$ cat config.mk
export PLATFORM = sky130hd
export DESIGN_NAME = udc_stepper
export DESIGN_NICKNAME = d
export VERILOG_FILES = /design/src/rtl/udc_stepper.sv
export SDC_FILE = /design/constraint.sdc
export NUM_CORES = 1
export LEC_CHECK = 0
export ABC_CLOCK_PERIOD_IN_PS = 4800
export BUFFER_PORTS_ARGS = -buffer_cell sky130_fd_sc_hd__buf_4
export CAP_MARGIN = 25
export CORE_MARGIN = 2
export CORE_UTILIZATION = 55
export DETAILED_ROUTE_END_ITERATION = 16
export PLACE_DENSITY = 0.82
export SLEW_MARGIN = 20
export SYNTH_ARGS = -nofsm -noshare
export SYNTH_HDL_FRONTEND = slang
export SYNTH_SLANG_ARGS = --single-unit
$ cat constraint.sdc
create_clock -name clk -period 4.8 [get_ports clk]
set_input_delay 0.24 -clock clk [delete_from_list [all_inputs] [get_ports clk]]
set_output_delay 0.24 -clock clk [all_outputs]
set_load 0.01 [all_outputs]
$ cat src/rtl/udc_stepper.sv
// Stepper that walks a shadow of a downstream up/down counter toward a requested
// target in bounded steps, issuing up/dn/b commands and a done pulse on arrival.
module udc_stepper #(
   parameter int WIDTH    = 3,
   parameter int MAX_STEP = 3
) (
   input  logic                    clk,
   input  logic                    rst,
   input  logic                    tgt_valid,
   input  logic signed [WIDTH-1:0] tgt,
   output logic                    tgt_ready,
   input  logic                    load,
   input  logic signed [WIDTH-1:0] cnt_in,
   input  logic                    abort,
   output logic                    up,
   output logic                    dn,
   output logic signed [WIDTH-1:0] b,
   output logic signed [WIDTH-1:0] shadow,
   output logic                    busy,
   output logic                    done
);

   typedef enum logic [0:0] {
      ST_IDLE = 1'b0,
      ST_RUN  = 1'b1
   } state_t;

   localparam logic [WIDTH:0] MAX_STEP_C = (WIDTH+1)'(MAX_STEP);

   state_t                  state_q, state_d;
   logic signed [WIDTH-1:0] target_q, target_d;
   logic signed [WIDTH-1:0] shadow_q, shadow_d;
   logic signed [WIDTH-1:0] b_q, b_d;
   logic                    up_q, up_d;
   logic                    dn_q, dn_d;
   logic                    done_q, done_d;

   logic signed [WIDTH:0]   diff_s;
   logic        [WIDTH:0]   mag_s;
   logic        [WIDTH-1:0] step_s;

   // Clamp a distance magnitude to the largest step the downstream counter accepts.
   function automatic logic [WIDTH-1:0] clamp_step(input logic [WIDTH:0] mag);
      logic [WIDTH-1:0] res;
      if (mag > MAX_STEP_C) begin
         res = MAX_STEP_C[WIDTH-1:0];
      end else begin
         res = mag[WIDTH-1:0];
      end
      return res;
   endfunction

   // Distance to target, one bit wider so full-span moves never truncate.
   always_comb begin
      diff_s = {target_q[WIDTH-1], target_q} - {shadow_q[WIDTH-1], shadow_q};
      if (diff_s[WIDTH]) begin
         mag_s = $unsigned(-diff_s);
      end else begin
         mag_s = $unsigned(diff_s);
      end
      step_s = clamp_step(mag_s);
   end

   // Next-state and command decode.
   always_comb begin
      state_d  = state_q;
      target_d = target_q;
      shadow_d = shadow_q;
      up_d     = 1'b0;
      dn_d     = 1'b0;
      b_d      = '0;
      done_d   = 1'b0;
      case (state_q)
         ST_IDLE: begin
            if (load) begin
               shadow_d = cnt_in;
            end else begin
               shadow_d = shadow_q;
            end
            if (tgt_valid) begin
               target_d = tgt;
               state_d  = ST_RUN;
            end else begin
               state_d  = ST_IDLE;
            end
         end
         ST_RUN: begin
            if (abort) begin
               state_d = ST_IDLE;
            end else if (diff_s[WIDTH]) begin
               dn_d     = 1'b1;
               b_d      = step_s;
               shadow_d = shadow_q - step_s;
            end else if (diff_s != '0) begin
               up_d     = 1'b1;
               b_d      = step_s;
               shadow_d = shadow_q + step_s;
            end else begin
               done_d  = 1'b1;
               state_d = ST_IDLE;
            end
         end
         default: begin
            state_d = ST_IDLE;
         end
      endcase
   end

   // State and registered outputs with synchronous reset.
   always_ff @(posedge clk) begin
      if (rst) begin
         state_q  <= ST_IDLE;
         target_q <= '0;
         shadow_q <= '0;
         b_q      <= '0;
         up_q     <= 1'b0;
         dn_q     <= 1'b0;
         done_q   <= 1'b0;
      end else begin
         state_q  <= state_d;
         target_q <= target_d;
         shadow_q <= shadow_d;
         b_q      <= b_d;
         up_q     <= up_d;
         dn_q     <= dn_d;
         done_q   <= done_d;
      end
   end

   assign tgt_ready = (state_q == ST_IDLE);
   assign busy      = (state_q == ST_RUN);
   assign up        = up_q;
   assign dn        = dn_q;
   assign b         = b_q;
   assign shadow    = shadow_q;
   assign done      = done_q;

endmodule
-- After elaboration in Yosys (flattened, before gate mapping)
Index checks and enable logic that the tools add are counted.
- logic and storage cells: 37
- input bits: 11
- bits in registers: 13
- order comparisons: 1
- reduce and logical (&&, ||, !) cells: 5
- add/sub/neg operators: 4
- bitwise logic cells: 1
- equality and inequality tests: 3
- mux-type cells: 16
- operator list (operator ; count):
    $mux W3 ; 7
    $mux W1 ; 6
    $pmux W3 S2 ; 1
    $gt A4 B2 Y1 const B ; 1
    $mux W4 ; 1
    $neg A4 Y4 ; 1
    $reduce_bool A4 Y1 ; 1
    $reduce_or A4 Y1 ; 1
    $sub A3 B3 Y4 ; 1
    $add A3 B3 Y3 ; 1
    $ne A3 B1 Y1 const B ; 1
    $reduce_and A3 Y1 ; 1
    $reduce_or A3 Y1 ; 1
    $sub A3 B3 Y3 ; 1
    $ne A2 B1 Y1 const B ; 1
    $ne A2 B2 Y1 const B ; 1
    $pmux W1 S2 ; 1
    $reduce_and A2 Y1 ; 1
    $not A1 Y1 ; 1

-- Logic depth before layout (Yosys ltp)
Gate-level depths: netlist of the first run.
- word-level depth: 10
- gate-level depth with buffers: 17
- gate-level depth less buffers: 16

-- Worst setup path after synthesis of the first run
Ideal clock, no wire load.
- path kind: register to register
- start: reg shadow_q[0], in the netlist shadow[0]
- end: reg shadow_q[2], in the netlist shadow[2]
- stages on the path, launching flop included: 17
- data arrival time: 3000 ps
- period minus slack after synthesis: 3124 ps
- setup slack: 1676 ps
- data required time: 4676 ps
- library setup time: 124 ps
- cells stage by stage: dfxtp_1 -> ha_1 -> inv_1 -> fa_1 -> inv_1 -> ha_1 -> buf_2 -> nand2_1 -> a21oi_1 -> a31oi_1 -> ha_1 -> inv_1 -> fa_1 -> xor2_1 -> a211o_1 -> o21ai_1 -> o32ai_1
- longest elaborated chain between the ends: 10
- RTL lines (item ; RTL line ; source):
    start: declaration ; 32 ; logic signed [WIDTH-1:0] shadow_q, shadow_d;
    start signal: assignment ; 122 ; shadow_q <= shadow_d;
    $sub A3 B3 Y4 ; 55 ; diff_s = {target_q[WIDTH-1], target_q} - {shadow_q[WIDTH-1], shadow_q};
    $neg A4 Y4 ; 57 ; mag_s = $unsigned(-diff_s);
    $mux W4 ; 56 ; if (diff_s[WIDTH]) begin
    $gt A4 B2 Y1 ; 45 ; if (mag > MAX_STEP_C) begin
    $mux W3 ; 45 ;
    $add A3 B3 Y3 ; 97 ; shadow_d = shadow_q + step_s;
    $mux W3 ; 94 ; end else if (diff_s != '0) begin
    $mux W3 ; 90 ; end else if (diff_s[WIDTH]) begin
    $mux W3 ; 88 ; if (abort) begin
    $pmux W3 S2 ; 73 ; case (state_q)
Several ways; a longest one is shown, not always the timed one. The select of a mux whose other input is x is not followed.
A chain may end at the register's enable or synchronous reset.

-- Worst setup path after layout of the first run
Same ends and word-level chain as after synthesis.

==> impl_summary.md, run 1 <==
Global routing
For this run the aggregate overflow at the end of global routing stands at 0. The total global routing track utilization is 0.207. The first-pass GRT wire length is 2900 um.

The number of antenna violations at the first check in global routing is 0. The via count of the first global-routing pass is slightly above 700. The pin count of the biggest net entering global routing is 11.

Synth
The total of warnings raised by yosys is 0. The number of distinct library cells after synthesis is 36. Summing every instance area after synthesis gives around 850 sq um. Counting flops with a built-in enable in the synthesized netlist gives 0.

Of the post-synthesis cell area, the dominant cell type holds 0.305. The count of state elements after synthesis is 13. The instance count of the mapped netlist is 99. The average size of a mapped cell is 8.63 sq um.

The number of nets produced by synthesis is 117. The main flop type after synthesis is dfxtp_1. Sorting the synthesized cells by area gives the leading types as dfxtp_1 (30%), ha_1 (7.3%), nor2_1 (4.8%), fa_1 (4.7%), mux2i_1 (4.7%).

The biggest area consumer among synthesized cells is dfxtp_1. The share of the Yosys chip area taken by registers is 0.305. In the synthesized netlist the async set-or-reset flop fraction comes to 0.

Floorplanning
The floorplan step set the die width to 43.4 um. The die extent in y is 43.4 um. For this configuration, the core starts out at a cell density of 0.574.

The die covers 1880 sq um. In this run the standard cell core region covers ~1500 sq um. The floorplan has 14 rows.

The number of placed I/O pins is 22.

Clock network
The number of clock buffers added by TritonCTS is 3. For the worst-skew pair, the clock arrives at the later sink with an insertion delay of roughly 0.29 ns. The number of H-tree branching levels is 1. The post-cts repair resize count is 0.

The tree is rooted in a clkbuf_4. The number of sinks on the clock net is 13. The post-CTS setup repair buffer count is 0.

TritonCTS built the clock tree. Counting along the longest clock path gives a buffer depth of 2. After clock tree synthesis, the clock-pin slew on the worst setup and hold paths is about 0.090 ns. After clock tree synthesis, the flow added hold-fix buffers numbering 0.

Cells and area
The final design utilization is 0.697. The layout cell share with drive strength beyond 1 is 0.231. The final net count is 140. The growth of design area from synthesis to finish is 21.5%. The filler cell count is 122. The most frequent standard cell in the layout excluding fill and tap cells is buf_4. In the layout the commonest cells are buf_4 (21), dfxtp_1 (13), nor2_1 (11), inv_1 (9), a21oi_1 (7). The post-route non-filler standard cell count is about 140. The number of antenna diodes in the final layout is 0. The cell area after layout is between 1000 and 1500 sq um.

Drt
The remaining design rule violation count is 1. For this block, the initial DRC count from the detailed router was 27. The vias after detailed routing is 795.

In the routed layout, each cell is associated on average with a via count of ~5.8. After detailed routing, the average wire length per cell comes to 13.5 um. The post-detailed-routing wire length is 1840 um.

The pre-antenna-repair detailed-routing pass consisted of 10 iterations. The count of nets left with antenna violations once routing finished came out at 0.

STA
The final critical delay including setup and external delays is 3.33 ns. Of the available clock period, the critical path in the final layout requires 0.695. Hold timing on the final database bottoms out at a slack of about 0.19 ns. Setup repair after global routing left no endpoint under its margin. The final hold violation count is 0. On the final layout, the worst clock skew is 0.00512 ns. Setup violations remaining at the end of the flow were counted as 0. Summed over all failing endpoints, the final setup total negative slack is 0 ns.

Setup slack closes at between 1 and 1.5 ns. The highest achievable clock rate is 300 MHz. The max-slew violation count came to 0.

Run status
The final reports fail on design-rule violations. The flow ran to the end, but the final reports show violations.

Worst setup path
The worst endpoint required time is 5.00 ns. On the critical path, the stage with the largest delay is an instance of fa_1. The worst setup path is launched from a flop. The number of cells traversed by the worst register-to-register path is 15. Along the worst path, the maximum fanout reaches 10.

The worst setup path is captured at a flop. The launching element of the worst setup path is shadow[0]. In this design, the stage delay of the slowest critical-path cell is 0.54 ns. Walking the worst path, the cells encountered are ha_1, inv_1, fa_1, inv_1, ha_1, nand2_1, a21oi_1, a31oi_1, ha_1, inv_1, fa_1, xor2_1, a211o_1, o21ai_1, o32ai_1. The launch point of the worst reg-to-reg path is shadow[0]. STA puts the critical path data arrival time at 3.53 ns.

By startpoint and endpoint, the worst setup path is classified as flop to flop.

Power and ir drop
In this run the power density over the cells is approximately 400 nW/um^2. VDD sags by at most 218 uV. The total power consumption of the routed design is between 0.4 and 0.5 mW. The reported leakage power is 0.460 nW.

Hold path
The path category of the worst min-delay check is primary input to flop. Counting instances, the worst hold path has a depth of 3. The critical hold path startpoint is tgt[1].

Placement
The number of cells after detailed placement is approximately 130. The total of buffers placed on input and output ports is 21. Detailed placement ended at an HPWL of 1410 um.

The placed standard-cell area is roughly 1000 sq um. Prior to clock tree synthesis, the placed netlist has a worst setup slack of 1.52 ns. The placer congestion estimate is 0.899.

Job
The tool flagged a number of max-cap violations equal to 0.
cells by family after synthesis:
group | share of synthesized area
adders and majority gates | 0.120
muxes | 0.0469
AOI/OAI and AO/OA | 0.239
xor gates and xnor gates | 0.0527
buffers and inverters | 0.0629
other | 0.00439
DFF | 0.305
and+or+nand+nor | 0.170
critical path: cells and delay by family (launching register included):
family / cells / cell delay (ns)
simple gates: 1 / 0.13
flops: 1 / 0.41
xor+xnor: 1 / 0.24
buf+inv: 3 / 0.16
fa+ha+maj: 5 / 1.55
compound gates: 5 / 0.72
registers in the layout (all words and copies together), names as in the netlist:
| register | flops |
|---|---|
| b | 3 |
| busy | 1 |
| dn | 1 |
| done | 1 |
| shadow | 3 |
| target_q | 3 |
| up | 1 |
where the power goes:
group,internal [mW],leakage (nW),switching (mW)
Sequential,0.116,0.107,0.00873
Clock,0.0323,0.0150,0.0413
Combinational,0.0929,0.338,0.126
routing by layer:
| metal | part of all wire | wire (um) | global-route usage |
|---|---|---|---|
| met1 | 0.44 | 814 | 0.223 |
| met2 | 0.48 | 888 | 0.388 |
| met3 | 0.053 | 98 | 0.0375 |
| met4 | 0.023 | 43 | 0.0909 |
| met5 | 0 | 0 | 0 |
synthesized netlist by cell type (3+ instances only):
library cell  count
dfxtp_1          13
nor2_1           11
inv_1             9
a21oi_1           7
nand2_1           6
ha_1              5
a211oi_1          4
mux2i_1           4
nor2b_1           4
a31oi_1           3
nand2b_1          3
o21ai_0           3
final timing paths:
path | endpoint | slack [ns]
max | shadow[2] | 1.47
min | target_q[1] | 0.19
max reg2reg | shadow[2] | 1.47
min reg2reg | target_q[2] | 0.53
final cells by class:
type                    count  area [sq um]  share of cell area
well taps                  16          20.0              0.0193
multi-input cells          74           541               0.520
inverters                   9          33.8              0.0325
repair buffers             21           158               0.152
flip-flops and latches     13           260               0.251
clock buffers               4          26.3              0.0253
No activity file was read; power rests on OpenSTA's default activity.
==> run 2: changes to the inputs <==
Settings changed: ABC_CLOCK_PERIOD_IN_PS 4800 to 2740, CORE_UTILIZATION 55 to 46, PLACE_DENSITY 0.82 to 0.74.
Clock period 4.8 ns to 2.74 ns, I/O delays scaled along.
==> impl_summary.md, run 2 (synthesized netlist as in run 1, its figures left out) <==
Run status
The run finished, with violations left. The checks that failed: negative setup slack.

Global routing
After global routing the overflow that remains totals 0. The total global routing track utilization is 0.221. The number of antenna violations at the first check in global routing is 0. Entering global routing, the biggest net connects 11 pins.

The via count of the first global-routing pass came to 830. The first global-routing pass estimated 3370 um of wire.

Drt
The detailed-route wire length on metal 1 is around 920 um. In the routed design, unresolved DRC markers number 0. After detailed routing, the number of vias per cell comes to 5.15. The detail route stage leaves a number of antenna-violating nets equal to 0. The post-detailed-routing wire length is 2150 um.

The routed length on met2 is approximately 1100 um. Routed signal wires occupy layers up through met4. The final route contains 875 vias. Wire segments on met3 add up to 65 um in the final route. The first routing iteration left 16 violations. The first detailed-routing pass took 4 iterations. After detailed routing, the average wire length per cell comes to approximately 13 um.

Placement
OpenSTA, run right after detailed placement, puts the worst setup slack at -0.348 ns. The detailed placer's ending HPWL is 1780 um. The placed instances occupy a cell area of ~1200 sq um. The placer congestion estimate is around 0.81. The total of buffers placed on input and output ports is 21.

STA
The number of setup violations in the final report is 1. Based on the critical path, the design can be clocked at up to 341 MHz. The max-slew violation count was 0. Setup repair after global routing could not meet its margin everywhere. The share of the clock period used by the worst path is 1.07.

Setup slack on the critical path of the routed design comes to -0.189 ns. The post-route worst hold slack is about 0.08 ns. The final critical delay including setup and external delays is 2.93 ns. Clock skew on the completed layout was measured at 0.00233 ns.

The final hold violation count was 0.

Clock network
The clock latency at the later pin of the worst-skew pair is 0.29 ns. The CTS buffer count is 3. The tree built by TritonCTS fans out to 13 sinks. After clock tree synthesis, the clock-pin slew on the worst setup and hold paths is about 0.080 ns.

TritonCTS built the clock tree. CTS built an H-tree with a depth of 1. No sink is reached through more buffers than the 2 on the longest clock path. The tree is rooted in a clkbuf_4. The post-cts hold buffer count is 0.

Worst setup path
The critical path startpoint category is a flop. STA classifies the critical path endpoint as a flop. Along the worst path, the maximum fanout reaches 4. The launch point of the worst reg-to-reg path is target_q[0]. The critical path starts at target_q[0]. The critical path in this run is classified as flop to flop.

Data on the critical path arrives at its endpoint at between 3 and 4 ns. STA puts the critical path data required time at 2.91 ns.

Hold path
The critical hold path startpoint is tgt[0]. The path category of the worst min-delay check is primary input to flop.

Cells and area
The cell area after layout is 1310 sq um. Of the cells placed in the final design, the portion with a size suffix greater than 1 is 0.469. The final layout contains ~160 nets. The area growth from synthesis to layout is 53.3%.

The most frequent standard cell in the layout excluding fill and tap cells is buf_4. After filler insertion, the fill cell instance count of the layout stands at 140. The antenna diode count is 0. In the layout the commonest cells are buf_4 (45), nor2_1 (11), dfxtp_1 (10), a21oi_1 (6).

Floorplanning
The number of rows in the core area is 15. For this configuration, the core starts out at a cell density of 0.490. The total die area is about 2200 sq um. In this run the count of I/O pins placed on the die edge is 22. From left edge to right edge, the die measures approximately 47 um. The total area inside the core boundary comes to 1750 sq um.

The floorplan step set the die height to 47.1 um.

Power and ir drop
The total power consumption of the routed design is 0.943 mW. Across the VDD grid, the largest voltage drop is 416 uV. In this run the static leakage power is 0.581 nW. The power density normalized to cell area is around 720 nW/um^2.

Job
The tool flagged a number of max-cap violations equal to 0.
run 2: changes by cell type in the layout (fill, tap and decap cells not counted), sizes merged:
cell  change
buf      +24
run 2: final timing paths:
path | cells after the start | slack, ns | to
setup / recovery | 16 | -0.19 | shadow[2]
hold / removal | 3 | 0.08 | target_q[0]
setup reg to reg | 16 | -0.19 | shadow[2]
hold reg to reg | 2 | 0.51 | target_q[2]
run 2: final cells by class:
class	count	area [sq um]	area share
Multi-Input combinational cell	74	614	0.469
Clock buffer	4	26.3	0.0201
Inverter	9	33.8	0.0258
Sequential cell	13	267	0.203
Tap cell	25	31.3	0.0239
Timing Repair Buffer	45	338	0.258
run 2: critical path, cell delays in order, from the launching register on:
cell,delay [ns]
dfxtp_2,0.32
inv_2,0.06
ha_4,0.13
inv_2,0.03
fa_2,0.53
inv_2,0.05
ha_4,0.17
nand2_4,0.07
a21oi_4,0.06
a31oi_4,0.15
ha_2,0.20
inv_2,0.04
fa_2,0.36
xor2_2,0.17
a211o_1,0.24
o21ai_1,0.14
o32ai_1,0.08
run 2: power by group:
part / leakage, nW / internal, mW / switching, mW / total (mW)
registers: 0.108 / 0.205 / 0.0106 / 0.216
logic: 0.458 / 0.308 / 0.298 / 0.606
clock network: 0.0150 / 0.0567 / 0.0645 / 0.121
run 2: metal layers:
| metal | global-route usage | vias to the layer above |
|---|---|---|
| met1 | 0.245 | 401 |
| met3 | 0.0577 | 7 |
| li1 | - | 445 |
| met4 | 0.0889 | 0 |
| met5 | 0 | - |
| met2 | 0.400 | 22 |
run 2: stage by stage:
stage | TNS, ns | util | std cells
finish | -0.189 | 0.751 | 170
global route | -0.345 | 0.751 | 170
CTS | -0.230 | 0.742 | 168
detailed placement | -0.470 | 0.705 | 162
global placement | -0.296 | 0.705 | 162
floorplan | -0.349 | - | 99
run 2: repair_timing:
action,in CTS,in global routing
endpoints found under the setup margin,2,2
pin swaps,4,5
resized for setup,4,0
buffers inserted,2,2
